File: config.mk
export PLATFORM = sky130hd
export DESIGN_NAME = lsu_ctrl_flat
export DESIGN_NICKNAME = d
export VERILOG_FILES = /design/src/rtl/lsu_ctrl_pkg.sv /design/src/rtl/lsu_ctrl_if.sv /design/src/rtl/lsu_timeout_cnt.sv /design/src/rtl/lsu_ctrl.sv /design/src/flat_wrapper.sv
export SDC_FILE = /design/constraint.sdc
export NUM_CORES = 1
export LEC_CHECK = 0
export ABC_AREA = 1
export BUFFER_PORTS_ARGS = -buffer_cell sky130_fd_sc_hd__buf_4
export CORE_MARGIN = 4
export CORE_UTILIZATION = 40
export DETAILED_ROUTE_END_ITERATION = 8
export GPL_ROUTABILITY_DRIVEN = 0
export PLACE_DENSITY = 0.79
export SYNTH_ARGS = -nofsm -noshare
export SYNTH_HDL_FRONTEND = slang
export SYNTH_SLANG_ARGS = --single-unit
File: constraint.sdc
create_clock -name clk -period 3.7 [get_ports clk]
set_input_delay 0.555 -clock clk [delete_from_list [all_inputs] [get_ports clk]]
set_output_delay 0.555 -clock clk [all_outputs]
set_load 0.005 [all_outputs]
File: src/rtl/lsu_ctrl_pkg.sv
// Shared LSU definitions: FSM state encoding and the load/store ALU op codes
// that the execute-stage decoder also uses.
package lsu_ctrl_pkg;

  typedef enum logic [1:0] {
    LSU_IDLE = 2'd0,
    LSU_REQ  = 2'd1,
    LSU_RSP  = 2'd2,
    LSU_DONE = 2'd3
  } lsu_state_e;

  localparam logic [4:0]  LSU_OP_LW           = 5'b10100;
  localparam logic [4:0]  LSU_OP_SW           = 5'b10101;
  localparam int unsigned LSU_TIMEOUT_DEFAULT = 16;

  function automatic logic lsu_is_mem_op(input logic [4:0] op,
                                         input logic [4:0] op_lw,
                                         input logic [4:0] op_sw);
    return (op == op_lw) || (op == op_sw);
  endfunction

endpackage

File: src/rtl/lsu_ctrl_if.sv
// Data-bus interface between the LSU (master) and the memory/bus fabric (slave).
interface lsu_ctrl_if;
  logic        bus_req_o;
  logic        bus_we_o;
  logic [31:0] bus_addr_o;
  logic [31:0] bus_wdata_o;
  logic        bus_gnt_i;
  logic        bus_rvalid_i;
  logic [31:0] bus_rdata_i;

  modport master (
    output bus_req_o, bus_we_o, bus_addr_o, bus_wdata_o,
    input  bus_gnt_i, bus_rvalid_i, bus_rdata_i
  );

  modport slave (
    input  bus_req_o, bus_we_o, bus_addr_o, bus_wdata_o,
    output bus_gnt_i, bus_rvalid_i, bus_rdata_i
  );
endinterface

File: src/rtl/lsu_timeout_cnt.sv
// Saturating wait counter; o_expired flags the cycle in which the count reaches LIMIT.
module lsu_timeout_cnt #(
  parameter int unsigned LIMIT = 16
) (
  input  logic clk,
  input  logic rst,
  input  logic i_clear,
  input  logic i_enable,
  output logic o_expired
);
  localparam int unsigned     CW      = $clog2(LIMIT + 1);
  localparam logic [CW-1:0]   LIMIT_C = CW'(LIMIT);

  logic [CW-1:0] r_cnt;
  logic [CW-1:0] w_cnt_inc;

  assign w_cnt_inc = r_cnt + CW'(1);
  assign o_expired = i_enable & (w_cnt_inc == LIMIT_C);

  always_ff @(posedge clk) begin
    if (rst || i_clear) begin
      r_cnt <= '0;
    end else if (i_enable && (r_cnt != LIMIT_C)) begin
      r_cnt <= w_cnt_inc;
    end
  end
endmodule

File: src/rtl/lsu_ctrl.sv
// Load/store unit controller: stalls the pipeline around a single bus access.
// Optional build macro LSU_MISALIGN_CHECK_EN rejects non-word-aligned accesses.
module lsu_ctrl
  import lsu_ctrl_pkg::*;
#(
  parameter int unsigned TIMEOUT_CYCLES = LSU_TIMEOUT_DEFAULT,
  parameter logic [4:0]  OP_LW          = LSU_OP_LW,
  parameter logic [4:0]  OP_SW          = LSU_OP_SW
) (
  input  logic        clk,
  input  logic        rst,
  input  logic        valid_i,
  input  logic        mem_en_i,
  input  logic [4:0]  alu_op_i,
  input  logic [31:0] alu_out_i,
  input  logic [31:0] store_data_i,
  output logic        stall_o,
  output logic        wb_valid_o,
  output logic [31:0] wb_data_o,
  output logic        err_o,
  lsu_ctrl_if.master  bus
);
  localparam logic [1:0] S_IDLE = LSU_IDLE;
  localparam logic [1:0] S_REQ  = LSU_REQ;
  localparam logic [1:0] S_RSP  = LSU_RSP;
  localparam logic [1:0] S_DONE = LSU_DONE;

  logic [1:0]  r_state;
  logic [31:0] r_addr;
  logic [31:0] r_wdata;
  logic [31:0] r_rdata;
  logic        r_we;
  logic        r_err;

  logic [1:0]  w_state_next;
  logic        w_mem_acc;
  logic        w_misalign;
  logic        w_cnt_clr;
  logic        w_cnt_en;
  logic        w_expired;
  logic        w_bus_act;

  assign w_mem_acc = valid_i & mem_en_i & lsu_is_mem_op(alu_op_i, OP_LW, OP_SW);

`ifdef LSU_MISALIGN_CHECK_EN
  assign w_misalign = (alu_out_i[1:0] != 2'b00);
`else
  logic w_unused_lsb;
  assign w_misalign   = 1'b0;
  assign w_unused_lsb = ^alu_out_i[1:0];
`endif

  assign w_cnt_en = (r_state == S_REQ) | (r_state == S_RSP);

  lsu_timeout_cnt #(
    .LIMIT (TIMEOUT_CYCLES)
  ) u_timeout_cnt (
    .clk       (clk),
    .rst       (rst),
    .i_clear   (w_cnt_clr),
    .i_enable  (w_cnt_en),
    .o_expired (w_expired)
  );

  // A grant or response in the same cycle as expiry still completes normally.
  always_comb begin
    w_state_next = r_state;
    w_cnt_clr    = 1'b0;
    unique case (r_state)
      S_IDLE: begin
        if (w_mem_acc) begin
          w_state_next = w_misalign ? S_DONE : S_REQ;
          w_cnt_clr    = ~w_misalign;
        end
      end
      S_REQ: begin
        if (bus.bus_gnt_i) begin
          w_state_next = r_we ? S_DONE : S_RSP;
          w_cnt_clr    = ~r_we;
        end else if (w_expired) begin
          w_state_next = S_DONE;
        end
      end
      S_RSP: begin
        if (bus.bus_rvalid_i || w_expired) begin
          w_state_next = S_DONE;
        end
      end
      default: w_state_next = S_IDLE;
    endcase
  end

  always_ff @(posedge clk) begin
    if (rst) begin
      r_state <= S_IDLE;
      r_addr  <= '0;
      r_wdata <= '0;
      r_rdata <= '0;
      r_we    <= 1'b0;
      r_err   <= 1'b0;
    end else begin
      r_state <= w_state_next;
      if ((r_state == S_IDLE) && w_mem_acc) begin
        r_addr  <= {alu_out_i[31:2], 2'b00};
        r_wdata <= store_data_i;
        r_we    <= (alu_op_i == OP_SW);
        r_err   <= w_misalign;
      end
      if ((r_state == S_REQ) && !bus.bus_gnt_i && w_expired) begin
        r_err <= 1'b1;
      end
      if (r_state == S_RSP) begin
        if (bus.bus_rvalid_i) begin
          r_rdata <= bus.bus_rdata_i;
        end else if (w_expired) begin
          r_err <= 1'b1;
        end
      end
    end
  end

  // Outputs are forced low while rst is held, even before the registers clear.
  always_comb begin
    stall_o    = 1'b0;
    wb_valid_o = 1'b0;
    wb_data_o  = '0;
    err_o      = 1'b0;
    if (!rst) begin
      unique case (r_state)
        S_IDLE: begin
          if (w_mem_acc) begin
            stall_o = 1'b1;
          end else if (valid_i) begin
            wb_valid_o = 1'b1;
            wb_data_o  = alu_out_i;
          end
        end
        S_REQ, S_RSP: stall_o = 1'b1;
        default: begin
          err_o      = r_err;
          wb_valid_o = ~r_we & ~r_err;
          wb_data_o  = (~r_we & ~r_err) ? r_rdata : '0;
        end
      endcase
    end
  end

  assign w_bus_act       = ~rst & (r_state == S_REQ);
  assign bus.bus_req_o   = w_bus_act;
  assign bus.bus_we_o    = w_bus_act & r_we;
  assign bus.bus_addr_o  = w_bus_act ? r_addr  : '0;
  assign bus.bus_wdata_o = w_bus_act ? r_wdata : '0;
endmodule

File: src/flat_wrapper.sv
// flat-port wrapper written by rule: the top's interface ports become plain ports
module lsu_ctrl_flat import lsu_ctrl_pkg::*;
#(
  parameter int unsigned TIMEOUT_CYCLES = LSU_TIMEOUT_DEFAULT,
  parameter logic [4:0]  OP_LW          = LSU_OP_LW,
  parameter logic [4:0]  OP_SW          = LSU_OP_SW
)
  (clk, rst, valid_i, mem_en_i, alu_op_i, alu_out_i, store_data_i, stall_o, wb_valid_o, wb_data_o, err_o, bus_bus_req_o, bus_bus_we_o, bus_bus_addr_o, bus_bus_wdata_o, bus_bus_gnt_i, bus_bus_rvalid_i, bus_bus_rdata_i);
  lsu_ctrl_if bus_i ();
  input  logic clk;
  input  logic rst;
  input  logic valid_i;
  input  logic mem_en_i;
  input  logic [4:0] alu_op_i;
  input  logic [31:0] alu_out_i;
  input  logic [31:0] store_data_i;
  output logic stall_o;
  output logic wb_valid_o;
  output logic [31:0] wb_data_o;
  output logic err_o;
  output wire logic [$bits(bus_i.bus_req_o)-1:0] bus_bus_req_o;
  output wire logic [$bits(bus_i.bus_we_o)-1:0] bus_bus_we_o;
  output wire logic [$bits(bus_i.bus_addr_o)-1:0] bus_bus_addr_o;
  output wire logic [$bits(bus_i.bus_wdata_o)-1:0] bus_bus_wdata_o;
  input wire logic [$bits(bus_i.bus_gnt_i)-1:0] bus_bus_gnt_i;
  input wire logic [$bits(bus_i.bus_rvalid_i)-1:0] bus_bus_rvalid_i;
  input wire logic [$bits(bus_i.bus_rdata_i)-1:0] bus_bus_rdata_i;
  assign bus_bus_req_o = bus_i.bus_req_o;
  assign bus_bus_we_o = bus_i.bus_we_o;
  assign bus_bus_addr_o = bus_i.bus_addr_o;
  assign bus_bus_wdata_o = bus_i.bus_wdata_o;
  assign bus_i.bus_gnt_i = bus_bus_gnt_i;
  assign bus_i.bus_rvalid_i = bus_bus_rvalid_i;
  assign bus_i.bus_rdata_i = bus_bus_rdata_i;
  lsu_ctrl #(.TIMEOUT_CYCLES(TIMEOUT_CYCLES), .OP_LW(OP_LW), .OP_SW(OP_SW)) u_core (.clk(clk), .rst(rst), .valid_i(valid_i), .mem_en_i(mem_en_i), .alu_op_i(alu_op_i), .alu_out_i(alu_out_i), .store_data_i(store_data_i), .stall_o(stall_o), .wb_valid_o(wb_valid_o), .wb_data_o(wb_data_o), .err_o(err_o), .bus(bus_i));
endmodule
==> results.md <==
* Largest net degree at the start of global routing at 100
* Hold crit path type: input pin to register
* Root Buffer: clkbuf_16
* DIE AREA at 14,100 sq um
* Core area at 12,000 sq um
* M1 WL at 6310 microns
* Crit Path Max Fanout at 34
* Diode count at 0
* Clk pin slew, worst setup/hold paths at 70 ps
* Area grow syn2layout at 36.6%
* Design area at 6680 sq um
* Unique masters post-synth at 30
* Post-CTS Setup Inserts at 0
* Top delay family on crit path: buffers and inverters
* Yosys warns at 0
* Clk sinks at 103
* Slowest CP cell: inv_2
* Largest incremental delay on the critical path at 440 ps
* Hold_buf cts at 0
* PD cells at 448 nW/um^2
* Largest cells by area after synthesis: dfxtp_1 42%, nor2_1 15%, a21oi_1 7.2%
* Die Ht at 119 microns
* Cells after Synth at 690
* CP cell instances: inv_1 > ha_1 > inv_1 > nor2_1 > inv_2 > buf_4 > nor2_1 > buf_4
* Number of global-route vias before repair at 4,476
* Overall Power at 2.99 mW
* Worst setup EP type: primary output
* Max layer used: met4
* Synth Cell Area at 4890 sq um
* DRC at 0
* Post-Syn Area per Cell at 7.09 sq um
* Initial Utilization at 0.407
* Finished Layout Cells at 1,013
* Hold Path Depth at 2
* Global route total overflow at 0
* Post-layout utilization of the core at 0.556
* Layout cells sized above 1 at 0.313
* Port buffer count at 205
* Die W at 119 microns
* Fmax at 347 MHz
* Post-DRT Antenna Nets at 0
* # setup viols final at 0
* First-pass GRT wire length at 22,100 microns
* Period Utilization, post-route at 0.779
* Total CTS buffers at 9
* Synth Register Bits at 103
* Nets at 976
* Slew HR at 0.347
* RSZ-0062 raised after global routing: no
* Boundary Pins at 208
* Final Hold Vio Count at 0
* Tmin final at 2880 ps
* Initial antenna violation count at 0
* Worst Path Buf+Inv at 5
* Critical path class: register to primary output
* Row Count at 40
* Met2 Wirelength at 6500 microns
* Slew Limit Fails at 0
* Most common cell after layout, fill and taps aside: buf_4
* Number of max-cap violations at 0
* Setup crit start kind: register
* R2r worst-path depth at 6
* Crit path arrival time at 2330 ps
* Setup TNS at 0 ps
* Placed Cells at 998
* Total track usage at 0.190
* Clk buf depth at 2
* CTS tree: done
* Number of vias per cell at 4.83
* Worst Tran Pin Value at 977 ps
* DRT Wirelength at 13,900 microns
* Status: complete, no violations
* Crit. path cell count at 8
* CTS H-tree lvls at 3
* Data required time of the critical path at 3140 ps
* Seq/Total Area, Yosys at 0.421
* VDD IR max at 0.000238 V
* Wire length on met3 at 809 microns
* DR WL/cell at 13.7 microns
* Area after DPL at 6390 sq um
* Most area-hungry cell type in the Yosys netlist: dfxtp_1
* Detailed placement HPWL at 10,000 microns
* Drt initial violations at 327
* Post-CTS Resized at 0
* Worst Skew at 4.28 ps
* Vias at 4,895
* Drt pass-1 iters at 4
* Worst skew pair latency at 340 ps
* Top-area cell type share of the netlist area at 0.421
* Most frequent cells in the layout: 210 x buf_4, 202 x nor2_1, 103 x dfxtp_1
* Pleak at 2.92 nW
-- through the flow --
step | hold slack [ps] | setup WS [ps]
floorplan | 430 | 1840
global placement | 440 | 1150
detailed placement | 444 | 1100
CTS | 406 | 784
global route | 422 | 644
finish | 423 | 819
-- cells by family (layout without fill, tap and decap cells) --
kind of cell / count (synthesis) / in the layout / synth area share
AND/OR/NAND/NOR: 273 / 273 / 0.259
AO/OA/AOI/OAI: 173 / 173 / 0.182
buffers and inverters: 133 / 308 / 0.119
flip-flops: 103 / 103 / 0.421
adder cells (fa/ha/maj): 7 / 7 / 0.0179
other: 1 / 2 / 0.000766
-- per-layer routing --
| layer | GRT usage | vias up |
|---|---|---|
| met5 | 0 | - |
| met4 | 0.0710 | 0 |
| met3 | 0.0354 | 18 |
| met2 | 0.304 | 149 |
| met1 | 0.254 | 2204 |
| li1 | - | 2524 |
-- cell usage after synthesis (all sizes together) --
library cell and instances:
nand2 26, o22ai 1, buf 27, conb 1
nand4 3, dfxtp 103, nand3 7, inv 83
or2 1, nor2 204, clkbuf 23, nor3 32
a211oi 1, o21ai 97, a21oi 70, ha 7
o311ai 1, o211ai 3
-- worst paths after layout --
kind	startpoint	to	slack (ps)
max	u_core.r_state[1]	bus_bus_wdata_o[1]	820
min	rst	u_core.r_we	420
max reg2reg	u_core.r_state[0]	u_core.r_rdata[4]	1110
min reg2reg	u_core.r_addr[30]	u_core.r_addr[30]	450
-- registers in the layout (all words and copies together) (netlist names) --
signal and count:
u_core.r_rdata 32, u_core.r_state 2, u_core.u_timeout_cnt.r_cnt 5, u_core.r_wdata 32, u_core.r_addr 30, u_core.r_we 1
u_core.r_err 1
-- final cells by class --
class | instances | area, sq um
fillers | 1168 | 5330
multi-input cells | 455 | 2260
flip-flops and latches | 103 | 2060
repair buffers | 210 | 1580
inverters | 83 | 312
clock buffers | 10 | 229
well taps | 147 | 184
clock inverters | 5 | 58.8
-- where the power goes --
group	leakage [nW]	switching, mW	internal (mW)	total, mW
clock	0.135	0.410	0.522	0.932
sequential	0.833	0.0544	1.20	1.25
combinational	1.95	0.482	0.328	0.810
No activity file was read; power rests on OpenSTA's default activity.
